`config.mk`:
```
export PLATFORM = sky130hd
export DESIGN_NAME = spi_slave
export DESIGN_NICKNAME = d
export VERILOG_FILES = /design/src/rtl/spi_pkg.sv /design/src/rtl/spi_pin_sync.sv /design/src/rtl/spi_slave.sv
export SDC_FILE = /design/constraint.sdc
export NUM_CORES = 1
export LEC_CHECK = 0
export BUFFER_PORTS_ARGS = -buffer_cell sky130_fd_sc_hd__buf_2
export CORE_ASPECT_RATIO = 0.75
export CORE_MARGIN = 2
export CORE_UTILIZATION = 45
export CTS_BUF_LIST = sky130_fd_sc_hd__clkbuf_2
export CTS_CLUSTER_DIAMETER = 40
export DETAILED_ROUTE_END_ITERATION = 10
export GPL_TIMING_DRIVEN = 0
export HOLD_SLACK_MARGIN = 0.05
export PLACE_DENSITY = 0.62
export SYNTH_ARGS = -nofsm -noshare
export SYNTH_HDL_FRONTEND = slang
export SYNTH_SLANG_ARGS = --single-unit
```
`constraint.sdc`:
```
create_clock -name clk -period 2.3 [get_ports clk]
set_input_delay 0.115 -clock clk [delete_from_list [all_inputs] [get_ports clk]]
set_output_delay 0.115 -clock clk [all_outputs]
set_load 0.01 [all_outputs]
```
`src/rtl/spi_pkg.sv`:
```
// Shared definitions for the SPI slave endpoint.
package spi_pkg;

  localparam int unsigned SPI_WIDTH = 8;

  // Level driven on miso while not selected; tristating is done at the top level.
  localparam logic SPI_IDLE_MISO = 1'b1;

  typedef enum logic {
    IDLE,
    ACTIVE
  } spi_slave_state_t;

endpackage

```
`src/rtl/spi_pin_sync.sv`:
```
// Multi-stage synchronizer for an asynchronous pin, followed by an edge register
// that yields single-cycle rise/fall detects in the clk domain.
module spi_pin_sync #(
  parameter int unsigned Stages = 2
) (
  input  logic clk,
  input  logic rst,
  input  logic pin_i,
  output logic sync_o,
  output logic rise_o,
  output logic fall_o
);

  logic [Stages-1:0] sync_q;
  logic              prev_q;

  // Synchronizer chain plus one edge-history flop; everything clears to 0 so a
  // pin already low at reset release never produces a falling edge.
  always_ff @(posedge clk) begin
    if (rst) begin
      sync_q <= '0;
      prev_q <= 1'b0;
    end else begin
      sync_q <= {sync_q[Stages-2:0], pin_i};
      prev_q <= sync_q[Stages-1];
    end
  end

  assign sync_o = sync_q[Stages-1];
  assign rise_o = sync_q[Stages-1] & ~prev_q;
  assign fall_o = ~sync_q[Stages-1] & prev_q;

endmodule

```
`src/rtl/spi_slave.sv`:
```
// SPI mode-0 slave, MSB first, 8-bit frames. Pins are oversampled in the clk
// domain; received bytes are strobed upstream and transmit bytes are requested
// with a one-cycle pulse.
module spi_slave
  import spi_pkg::*;
#(
  parameter int unsigned SYNC_STAGES = 2
) (
  input  logic                 clk,
  input  logic                 rst,
  input  logic                 sck,
  input  logic                 ss,
  input  logic                 mosi,
  output logic                 miso,
  input  logic [SPI_WIDTH-1:0] data_in,
  output logic                 tx_req,
  output logic [SPI_WIDTH-1:0] data_out,
  output logic                 new_data,
  output logic                 busy
);

  localparam int unsigned CntW = $clog2(SPI_WIDTH);
  localparam logic [CntW-1:0] LastBit = CntW'(SPI_WIDTH - 1);

  logic sck_sync, sck_rise, sck_fall;
  logic ss_sync, ss_rise, ss_fall;
  logic mosi_sync, mosi_rise, mosi_fall;

  spi_pin_sync #(.Stages(SYNC_STAGES)) u_sync_sck (
    .clk    (clk),
    .rst    (rst),
    .pin_i  (sck),
    .sync_o (sck_sync),
    .rise_o (sck_rise),
    .fall_o (sck_fall)
  );

  spi_pin_sync #(.Stages(SYNC_STAGES)) u_sync_ss (
    .clk    (clk),
    .rst    (rst),
    .pin_i  (ss),
    .sync_o (ss_sync),
    .rise_o (ss_rise),
    .fall_o (ss_fall)
  );

  // Same depth as the sck path so mosi_sync lines up with sck_rise.
  spi_pin_sync #(.Stages(SYNC_STAGES)) u_sync_mosi (
    .clk    (clk),
    .rst    (rst),
    .pin_i  (mosi),
    .sync_o (mosi_sync),
    .rise_o (mosi_rise),
    .fall_o (mosi_fall)
  );

  logic unused_sync;
  assign unused_sync = ^{sck_sync, ss_sync, mosi_rise, mosi_fall};

  spi_slave_state_t     state_q, state_d;
  logic [CntW-1:0]      bit_cnt_q, bit_cnt_d;
  logic [SPI_WIDTH-1:0] rx_shift_q, rx_shift_d;
  logic [SPI_WIDTH-1:0] tx_shift_q, tx_shift_d;
  logic [SPI_WIDTH-1:0] data_out_q, data_out_d;
  logic                 new_data_q, new_data_d;
  logic                 tx_req_q, tx_req_d;

  // State, counter, shift and output registers.
  always_ff @(posedge clk) begin
    if (rst) begin
      state_q    <= IDLE;
      bit_cnt_q  <= '0;
      rx_shift_q <= '0;
      tx_shift_q <= '0;
      data_out_q <= '0;
      new_data_q <= 1'b0;
      tx_req_q   <= 1'b0;
    end else begin
      state_q    <= state_d;
      bit_cnt_q  <= bit_cnt_d;
      rx_shift_q <= rx_shift_d;
      tx_shift_q <= tx_shift_d;
      data_out_q <= data_out_d;
      new_data_q <= new_data_d;
      tx_req_q   <= tx_req_d;
    end
  end

  // Next-state logic: ss_rise outranks any sck edge seen in the same cycle.
  always_comb begin
    state_d    = state_q;
    bit_cnt_d  = bit_cnt_q;
    rx_shift_d = rx_shift_q;
    tx_shift_d = tx_shift_q;
    data_out_d = data_out_q;
    new_data_d = 1'b0;
    tx_req_d   = 1'b0;

    case (state_q)
      IDLE: begin
        if (ss_fall) begin
          state_d    = ACTIVE;
          tx_shift_d = data_in;
          tx_req_d   = 1'b1;
          bit_cnt_d  = '0;
        end
      end
      ACTIVE: begin
        if (ss_rise) begin
          // Abort or normal end: any partial byte is dropped.
          state_d    = IDLE;
          bit_cnt_d  = '0;
          rx_shift_d = '0;
        end else if (sck_rise) begin
          rx_shift_d = {rx_shift_q[SPI_WIDTH-2:0], mosi_sync};
          bit_cnt_d  = bit_cnt_q + CntW'(1);
          if (bit_cnt_q == LastBit) begin
            data_out_d = {rx_shift_q[SPI_WIDTH-2:0], mosi_sync};
            new_data_d = 1'b1;
            tx_shift_d = data_in;
            tx_req_d   = 1'b1;
          end
        end else if (sck_fall && (bit_cnt_q != '0)) begin
          // Skipping the shift at a byte boundary keeps the freshly loaded MSB.
          tx_shift_d = {tx_shift_q[SPI_WIDTH-2:0], 1'b0};
        end
      end
      default: state_d = IDLE;
    endcase
  end

  assign miso     = (state_q == ACTIVE) ? tx_shift_q[SPI_WIDTH-1] : SPI_IDLE_MISO;
  assign busy     = (state_q == ACTIVE);
  assign data_out = data_out_q;
  assign new_data = new_data_q;
  assign tx_req   = tx_req_q;

endmodule
```
# Word level (Yosys, flattened, before mapping)
# Cells that the tools add are included.
[op_classes] n_addsub=1 eq_ne=6 muxes=20 bitwise_logic=10 n_reduce_logical=8
[ops] op="$mux W8" n=5
[ops] op="$pmux W8 S2" n=1
[ops] op="$mux W7" n=2
[ops] op="$mux W3" n=3
[ops] op="$reduce_and A4 Y1" n=2
[ops] op="$mux W1" n=6
[ops] op="$ne A3 B2 Y1 const B" n=2
[ops] op="$not A1 Y1" n=6
[ops] op="$pmux W3 S2" n=1
[ops] op="$and A1 B1 Y1" n=4
[ops] op="$ne A2 B2 Y1 const B" n=2
[ops] op="$pmux W1 S2" n=2
[ops] op="$reduce_and A2 Y1" n=2
[ops] op="$add A3 B1 Y3 const B" n=1
[ops] op="$eq A3 B3 Y1 const B" n=1
[ops] op="$ne A3 B3 Y1 const B" n=1
[ops] op="$reduce_bool A3 Y1" n=1
[ops] op="$reduce_bool A2 Y1" n=1
[ops] op="$reduce_or A2 Y1" n=1
[ops] op="$logic_and A1 B1 Y1" n=1
[word_totals] reg_bits=37 output_inout_bits=12 elab_cells=57

# Logic depth before layout (Yosys ltp)
# Gate-level depths: netlist of the first run.
[logic_depth] word_depth=7 ltp_mapped=8 ltp_nobuf=6

# Cells and area by module
# A second synthesis of the first run with hierarchy kept.
[hier_totals] cells_unflattened=151 hier_area_um2=1520.2
[by_module_without_submodules] mod="spi_slave" n_inst=1 cells_per_inst=127 area_each_um2=1246.2 seq_area_each_um2=580.6
[by_module_without_submodules] mod="spi_pin_sync" n_inst=3 cells_per_inst=8 area_each_um2=91.3 seq_area_each_um2=60.1

# Worst setup path after synthesis of the first run
# OpenSTA, ideal clock, no wires.
[synth_path] path_kind="reg-to-reg" startpoint="register bit_cnt_q[0]" endpoint="register tx_shift_q[0]" t_arrival_ns=1.609 required_time_ns=2.185 slack_ns=0.575 path_stages_with_launch=8 n_path_buf=1 path_cell_list="dfxtp_1 > ha_1 > ha_1 > buf_2 > nor3b_1 > o31ai_4 > and3_1 > o21ba_2"
[synth_via] elab_chain_len=4
[synth_rtl] item="start, declared" line="spi_slave.sv:61" rtl="logic [CntW-1:0] bit_cnt_q, bit_cnt_d;"
[synth_rtl] item="start signal, assigned" line="spi_slave.sv:80" rtl="bit_cnt_q <= bit_cnt_d;"
[synth_rtl] item="$reduce_bool A3 Y1" line="spi_slave.sv:123" rtl="end else if (sck_fall && (bit_cnt_q != '0)) begin"
[synth_rtl] item="$logic_and A1 B1 Y1" line="spi_slave.sv:123"
[synth_rtl] item="$ne A3 B2 Y1 (no line)"
[synth_rtl] item="$reduce_and A4 Y1 (no line) (*)"
[synth_rtl] item="end signal, assigned" line="spi_slave.sv:82" rtl="tx_shift_q <= tx_shift_d;"
[synth_rtl] item="end, declared" line="spi_slave.sv:63" rtl="logic [SPI_WIDTH-1:0] tx_shift_q, tx_shift_d;"
# Mark *: on every way between the ends. The rest lies on a longest branch, timed or not.
# A chain may end at the register's enable or synchronous reset.

# Final worst setup path of the first run
[layout_path] startpoint="register bit_cnt_q[0]" endpoint="register tx_shift_q[4]"
# The elaborated chain is that of the path after synthesis.

==> flow_metrics.tcl, run 1 <==
set metrics [dict create \
    outcome "finished clean" \
    syn_avg_cell_area_um2 9.910 \
    ys_seq_area_share_pct 49.50 \
    cap_viol_max_count 0 \
    synth_warnings 0 \
    syn_inst 151 \
    worst-path-max-fanout 10 \
    layout_common_cells "37 x dfxtp_1, 26 x buf_2, 17 x a21oi_1" \
    ctsResizeCount 0 \
    dp_cells 214 \
    fin_crit_sh_pct 85.18 \
    die_w_um 70.59 \
    ir_drop_uv 363.9 \
    total_power_mw 1.036 \
    grt_pass1_wl_um 4526 \
    grt_pass1_vias 1000 \
    num_rows 18 \
    drv_slew 0 \
    placed_area_um2 1662 \
    clockBufferDepth 2 \
    worst_ep_arrival_time_ps 2250 \
    first_pass_iters 4 \
    power.internal_mw 0.7696 \
    finalNetCount 201 \
    grt_max_degree 13 \
    critical_path.startpoint_type "flip-flop" \
    yosysTopAreaCell "dfxtp_1" \
    clk_latency_ps 390 \
    p_sw_mw 0.2668 \
    first_iter_violations 74 \
    cts.clk_slew.worst_paths_ps 210 \
    cts.sinks 37 \
    hold_path_class "in -> reg" \
    final_core_utilization_pct 53.78 \
    synth.area.top_cells "dfxtp_1 49%, a21oi_1 5.7%, nor2b_1 5.0%" \
    hold_violations 0 \
    antenna_found_initial 0 \
    area_growth_pct 16.56 \
    p_clk_share_pct 27.6 \
    fin_tns_setup_ps 0 \
    stdcell_count 226 \
    ant_nets 0 \
    fin_area_um2 1744 \
    pwr_density_cell_nw_per_um2 594.2 \
    required_ps 2590 \
    comb_power_share_pct 8.2 \
    core_area_um2 3243 \
    cellLeakagePower_nw 0.7074 \
    grt_overflow 0 \
    hpwlAfterDp_um 2044 \
    initial_core_util_pct 46.14 \
    synth_seq_cells 37 \
    post-cts-setup-buffer-count 0 \
    seqPwrFrac_pct 64.2 \
    synth_nets 167 \
    ios 25 \
    clockRootBuffer "clkbuf_2" \
    vias 1167 \
    track_usage_pct 15.73 \
    whs_path_depth 2 \
    place.gp.congestion 0.7656 \
    netlist-cell-type-count 29 \
    end_kind "flip-flop" \
    antenna_cells 0 \
    port_buffers 23 \
    rsz0062_at_grt "no" \
    setup_viol_count_final 0 \
    drt-wirelength-per-cell_um 12.72 \
    period_needed_ps 1959 \
    drive_above_1_share_pct 24.73 \
    cts_tree "yes" \
    synth_top_area_share_pct 49.50 \
    final_common_cell "dfxtp_1" \
    synth_area_um2 1496 \
    vias_per_cell 5.164 \
    n_fill_cell 317 \
    max_slew_margin_pct 51.21 \
    routed_wl_um 2875 \
    cts_max_level 2 \
    tightest_slew_ps 727.0 \
    rr_worst_depth 8 \
    route.detailed.drc 0 \
    numCtsBuffers 5 \
    critical_path_class "reg -> reg" \
    skew_ps 30.50 \
    fmax_mhz 510.4 \
    dieArea_um2 3807 \
    p_sw_share_pct 25.74 \
    die_h_um 53.94 \
]
[critical path: stages, from the launching register on]
cell	delay (ps)
dfxtp_1	390
ha_1	160
ha_1	140
buf_2	230
nor3b_1	110
o31ai_4	370
buf_12	190
a21oi_2	60
a311oi_2	230
[cell usage after synthesis (all sizes together)]
master   n
o21ai    1
nand3   11
nor3b    1
nor2     9
o211ai   1
and3     1
o31ai    1
ha       3
a22oi    7
mux2i    7
nor3     1
buf      7
nand4    3
dfxtp   37
nand2b   4
a311oi   7
or3b     1
a21boi   1
inv      3
nand2   10
a21oi   20
nor2b   12
o21ba    1
clkbuf   2
[cell families (layout without fill, tap and decap cells)]
family / after synthesis / in the layout / share of synthesized area (%)
and+or+nand+nor: 53 / 53 / 18.73
AOI/OAI and AO/OA: 39 / 39 / 19.73
adders and majority gates: 3 / 3 / 2.509
buffers and inverters: 12 / 47 / 4.850
DFF: 37 / 37 / 49.50
muxes: 7 / 7 / 4.682
[layer usage]
| layer | wire length [um] | track usage (%) | vias to the layer above |
|---|---|---|---|
| li1 | - | - | 604 |
| met1 | 1501 | 20.74 | 536 |
| met2 | 1212 | 23.58 | 23 |
| met3 | 134 | 5.243 | 4 |
| met4 | 26 | 7.547 | 0 |
| met5 | 0 | 0 | - |
[metrics by stage]
step / worst slack (ps) / hold WS (ps)
6_report: 340.8 / 59.72
4_1_cts: 360.8 / 51.37
2_1_floorplan: 575.4 / 243.2
5_1_grt: 181.6 / 55.86
3_3_place_gp: 437.8 / 323.7
3_5_place_dp: 430.6 / 330.7
[power groups by stage]
stage	registers, mW	logic (mW)	clock network [mW]
after floorplan	0.677	0.0591	0
after global placement	0.678	0.0778	0
after detailed placement	0.678	0.0799	0
after CTS	0.665	0.0838	0.298
after global routing	0.668	0.0934	0.330
final	0.665	0.0854	0.286
[repair_timing]
item | in CTS | in global routing
hold endpoints to repair | 3 | 1
endpoints found under the setup margin | 0 | 0
hold buffers | 3 | 1
[sequential cells by signal (all words and copies together) (netlist names)]
name                flops
tx_shift_q              8
busy                    1
u_sync_ss.sync_q        2
bit_cnt_q               3
u_sync_mosi.sync_q      2
u_sync_sck.sync_q       2
tx_req                  1
new_data                1
data_out                8
rx_shift_q              7
u_sync_sck.prev_q       1
u_sync_ss.prev_q        1
[final timing paths]
path | startpoint | endpoint | slack [ps]
max | bit_cnt_q[0]$_SDFFE_PP0P_ | tx_shift_q[4]$_SDFFE_PP0P_ | 340
min | rst | u_sync_mosi.sync_q[1]$_SDFF_PP0_ | 60
max reg2reg | bit_cnt_q[0]$_SDFFE_PP0P_ | tx_shift_q[4]$_SDFFE_PP0P_ | 340
min reg2reg | u_sync_ss.sync_q[0]$_SDFF_PP0_ | u_sync_ss.sync_q[1]$_SDFF_PP0_ | 460
[cell type report]
class | instances | area [um^2] | area share [%]
clock inverter | 3 | 17.52 | 1.004
inverter | 3 | 11.26 | 0.6456
tap | 40 | 50.05 | 2.869
timing repair buffer | 27 | 155.1 | 8.895
buffer | 9 | 61.31 | 3.515
multi-input combinational | 102 | 683.2 | 39.17
clock buffer | 5 | 25.02 | 1.435
sequential | 37 | 740.7 | 42.47
(Power assumes the default switching activity.)
==> inputs of run 2 (changes only) <==
SYNTH_HIERARCHICAL = 1   (was not set)
==> flow_metrics.tcl, run 2 <==
set metrics [dict create \
    synth_warnings 6 \
    cap_viol_max_count 0 \
    fin_crit_sh_pct 73.78 \
    area_growth_pct 19.76 \
    ant_nets 0 \
    synth_area_um2 1481 \
    hold_violations 0 \
    routed_wl_um 2863 \
    port_buffers 24 \
    critical_path_class "reg -> reg" \
    drt-wirelength-per-cell_um 12.61 \
    die_h_um 53.69 \
    layout_common_cells "37 x dfxtp_1, 27 x buf_2, 18 x nand2_1" \
    placed_area_um2 1652 \
    stdcell_count 227 \
    register_area_um2 740.7 \
    antenna_cells 0 \
    power.internal_mw 0.7745 \
    fin_area_um2 1774 \
    initial_core_util_pct 46.00 \
    first_iter_violations 54 \
    required_ps 2600 \
    grt_overflow 0 \
    die_w_um 70.25 \
    worst_ep_arrival_time_ps 1990 \
    vias 1130 \
    clk_latency_ps 400 \
    first_pass_iters 4 \
    skew_ps 24.37 \
    ir_drop_uv 323.1 \
    fmax_mhz 589.3 \
    critical_path.startpoint_type "flip-flop" \
    post-cts-setup-buffer-count 0 \
    clockRootBuffer "clkbuf_2" \
    cts_max_level 2 \
    tightest_slew_ps 532.1 \
    fin_tns_setup_ps 0 \
    num_rows 18 \
    p_sw_mw 0.2779 \
    finalNetCount 202 \
    synth_nets 163 \
    drv_slew 0 \
    cellLeakagePower_nw 0.7649 \
    worst-path-max-fanout 10 \
    seqPwrFrac_pct 63.1 \
    drive_above_1_share_pct 25.13 \
    multi_input_area_um2 673.1 \
    total_power_mw 1.052 \
    period_needed_ps 1697 \
    grt_pass1_wl_um 4560 \
    place.gp.congestion 0.7221 \
    max_slew_margin_pct 64.29 \
    hold_path_class "in -> reg" \
    numCtsBuffers 5 \
    grt_pass1_vias 958 \
    n_fill_cell 311 \
    cts.sinks 37 \
    outcome "finished clean" \
    syn_avg_cell_area_um2 10.08 \
    hpwlAfterDp_um 2084 \
    end_kind "flip-flop" \
    cts_tree "yes" \
    rsz0062_at_grt "no" \
    grt_max_degree 13 \
    p_clk_share_pct 28.3 \
    ctsHoldBuffers 8 \
    antenna_found_initial 0 \
    p_sw_share_pct 26.40 \
    pwr_density_cell_nw_per_um2 593.2 \
    dp_cells 211 \
    syn_inst 147 \
    ios 25 \
    comb_power_share_pct 8.6 \
    setup_viol_count_final 0 \
    track_usage_pct 16.05 \
    clockBufferDepth 2 \
    final_common_cell "dfxtp_1" \
    core_area_um2 3221 \
    ctsResizeCount 0 \
    cts.clk_slew.worst_paths_ps 200 \
    dieArea_um2 3772 \
    route.detailed.drc 0 \
    vias_per_cell 4.978 \
]
-- run 2: cell count changes in the layout (fill, tap and decap cells not counted), sizes merged, moves of 2 or more --
cell         before  now
nor2              9   11
dlygate4sd3       4    8
nand4             3    0
a21oi            20   18
a22oi             7    9
nand2            10   18
and2              0    2
nand3            11    0
-- run 2: path summary, 6_finish.rpt --
path	start	to	slack [ps]	cells after the start
setup / recovery	bit_cnt_q[0]$_SDFFE_PP0P_	tx_shift_q[0]$_SDFFE_PP0P_	600	7
hold / removal	data_in[5]	tx_shift_q[5]$_SDFFE_PP0P_	90	3
setup reg to reg	bit_cnt_q[0]$_SDFFE_PP0P_	tx_shift_q[0]$_SDFFE_PP0P_	600	7
hold reg to reg	u_sync_ss/sync_q[0]$_SDFF_PP0_	u_sync_ss/sync_q[1]$_SDFF_PP0_	460	1
-- run 2: through the flow --
| stage | hold slack (ps) | util (%) | worst slack, ps |
|---|---|---|---|
| 2_1_floorplan | 186.6 | - | 845.5 |
| 3_3_place_gp | 327.8 | 51.28 | 708.6 |
| 3_5_place_dp | 332.8 | 51.28 | 657.0 |
| 4_1_cts | 95.73 | 55.09 | 599.5 |
| 5_1_grt | 68.13 | 55.09 | 457.1 |
| 6_report | 94.73 | 55.09 | 603.0 |
-- run 2: layout make-up --
class | instances | share of cell area (%)
clock inverter | 3 | 0.9873
sequential | 37 | 41.75
tap | 40 | 2.821
multi-input combinational | 99 | 37.94
buffer | 8 | 3.173
clock buffer | 5 | 1.410
timing repair buffer | 32 | 11.28
inverter | 3 | 0.6347
-- run 2: power groups by stage --
stage / combinational [mW] / sequential, mW / clock [mW]
finish: 0.0905 / 0.665 / 0.297
global route: 0.0993 / 0.667 / 0.341
CTS: 0.0910 / 0.665 / 0.304
detailed placement: 0.0808 / 0.678 / 0
global placement: 0.0771 / 0.677 / 0
floorplan: 0.0572 / 0.676 / 0
-- run 2: critical path, stage by stage (launching register included) --
cell and delay, ps:
dfxtp_1 430, ha_1 170, ha_1 180, nor2b_1 80, o21ai_4 250, buf_6 210, a21oi_1 80, a41o_1 200
-- run 2: per-layer routing --
| layer | vias to the layer above | share of wire (%) | global-route usage, % |
|---|---|---|---|
| li1 | 588 | - | - |
| met1 | 510 | 52 | 22.21 |
| met2 | 26 | 42 | 22.80 |
| met3 | 6 | 4.4 | 5.056 |
| met4 | 0 | 1.1 | 7.692 |
| met5 | - | 0 | 0 |
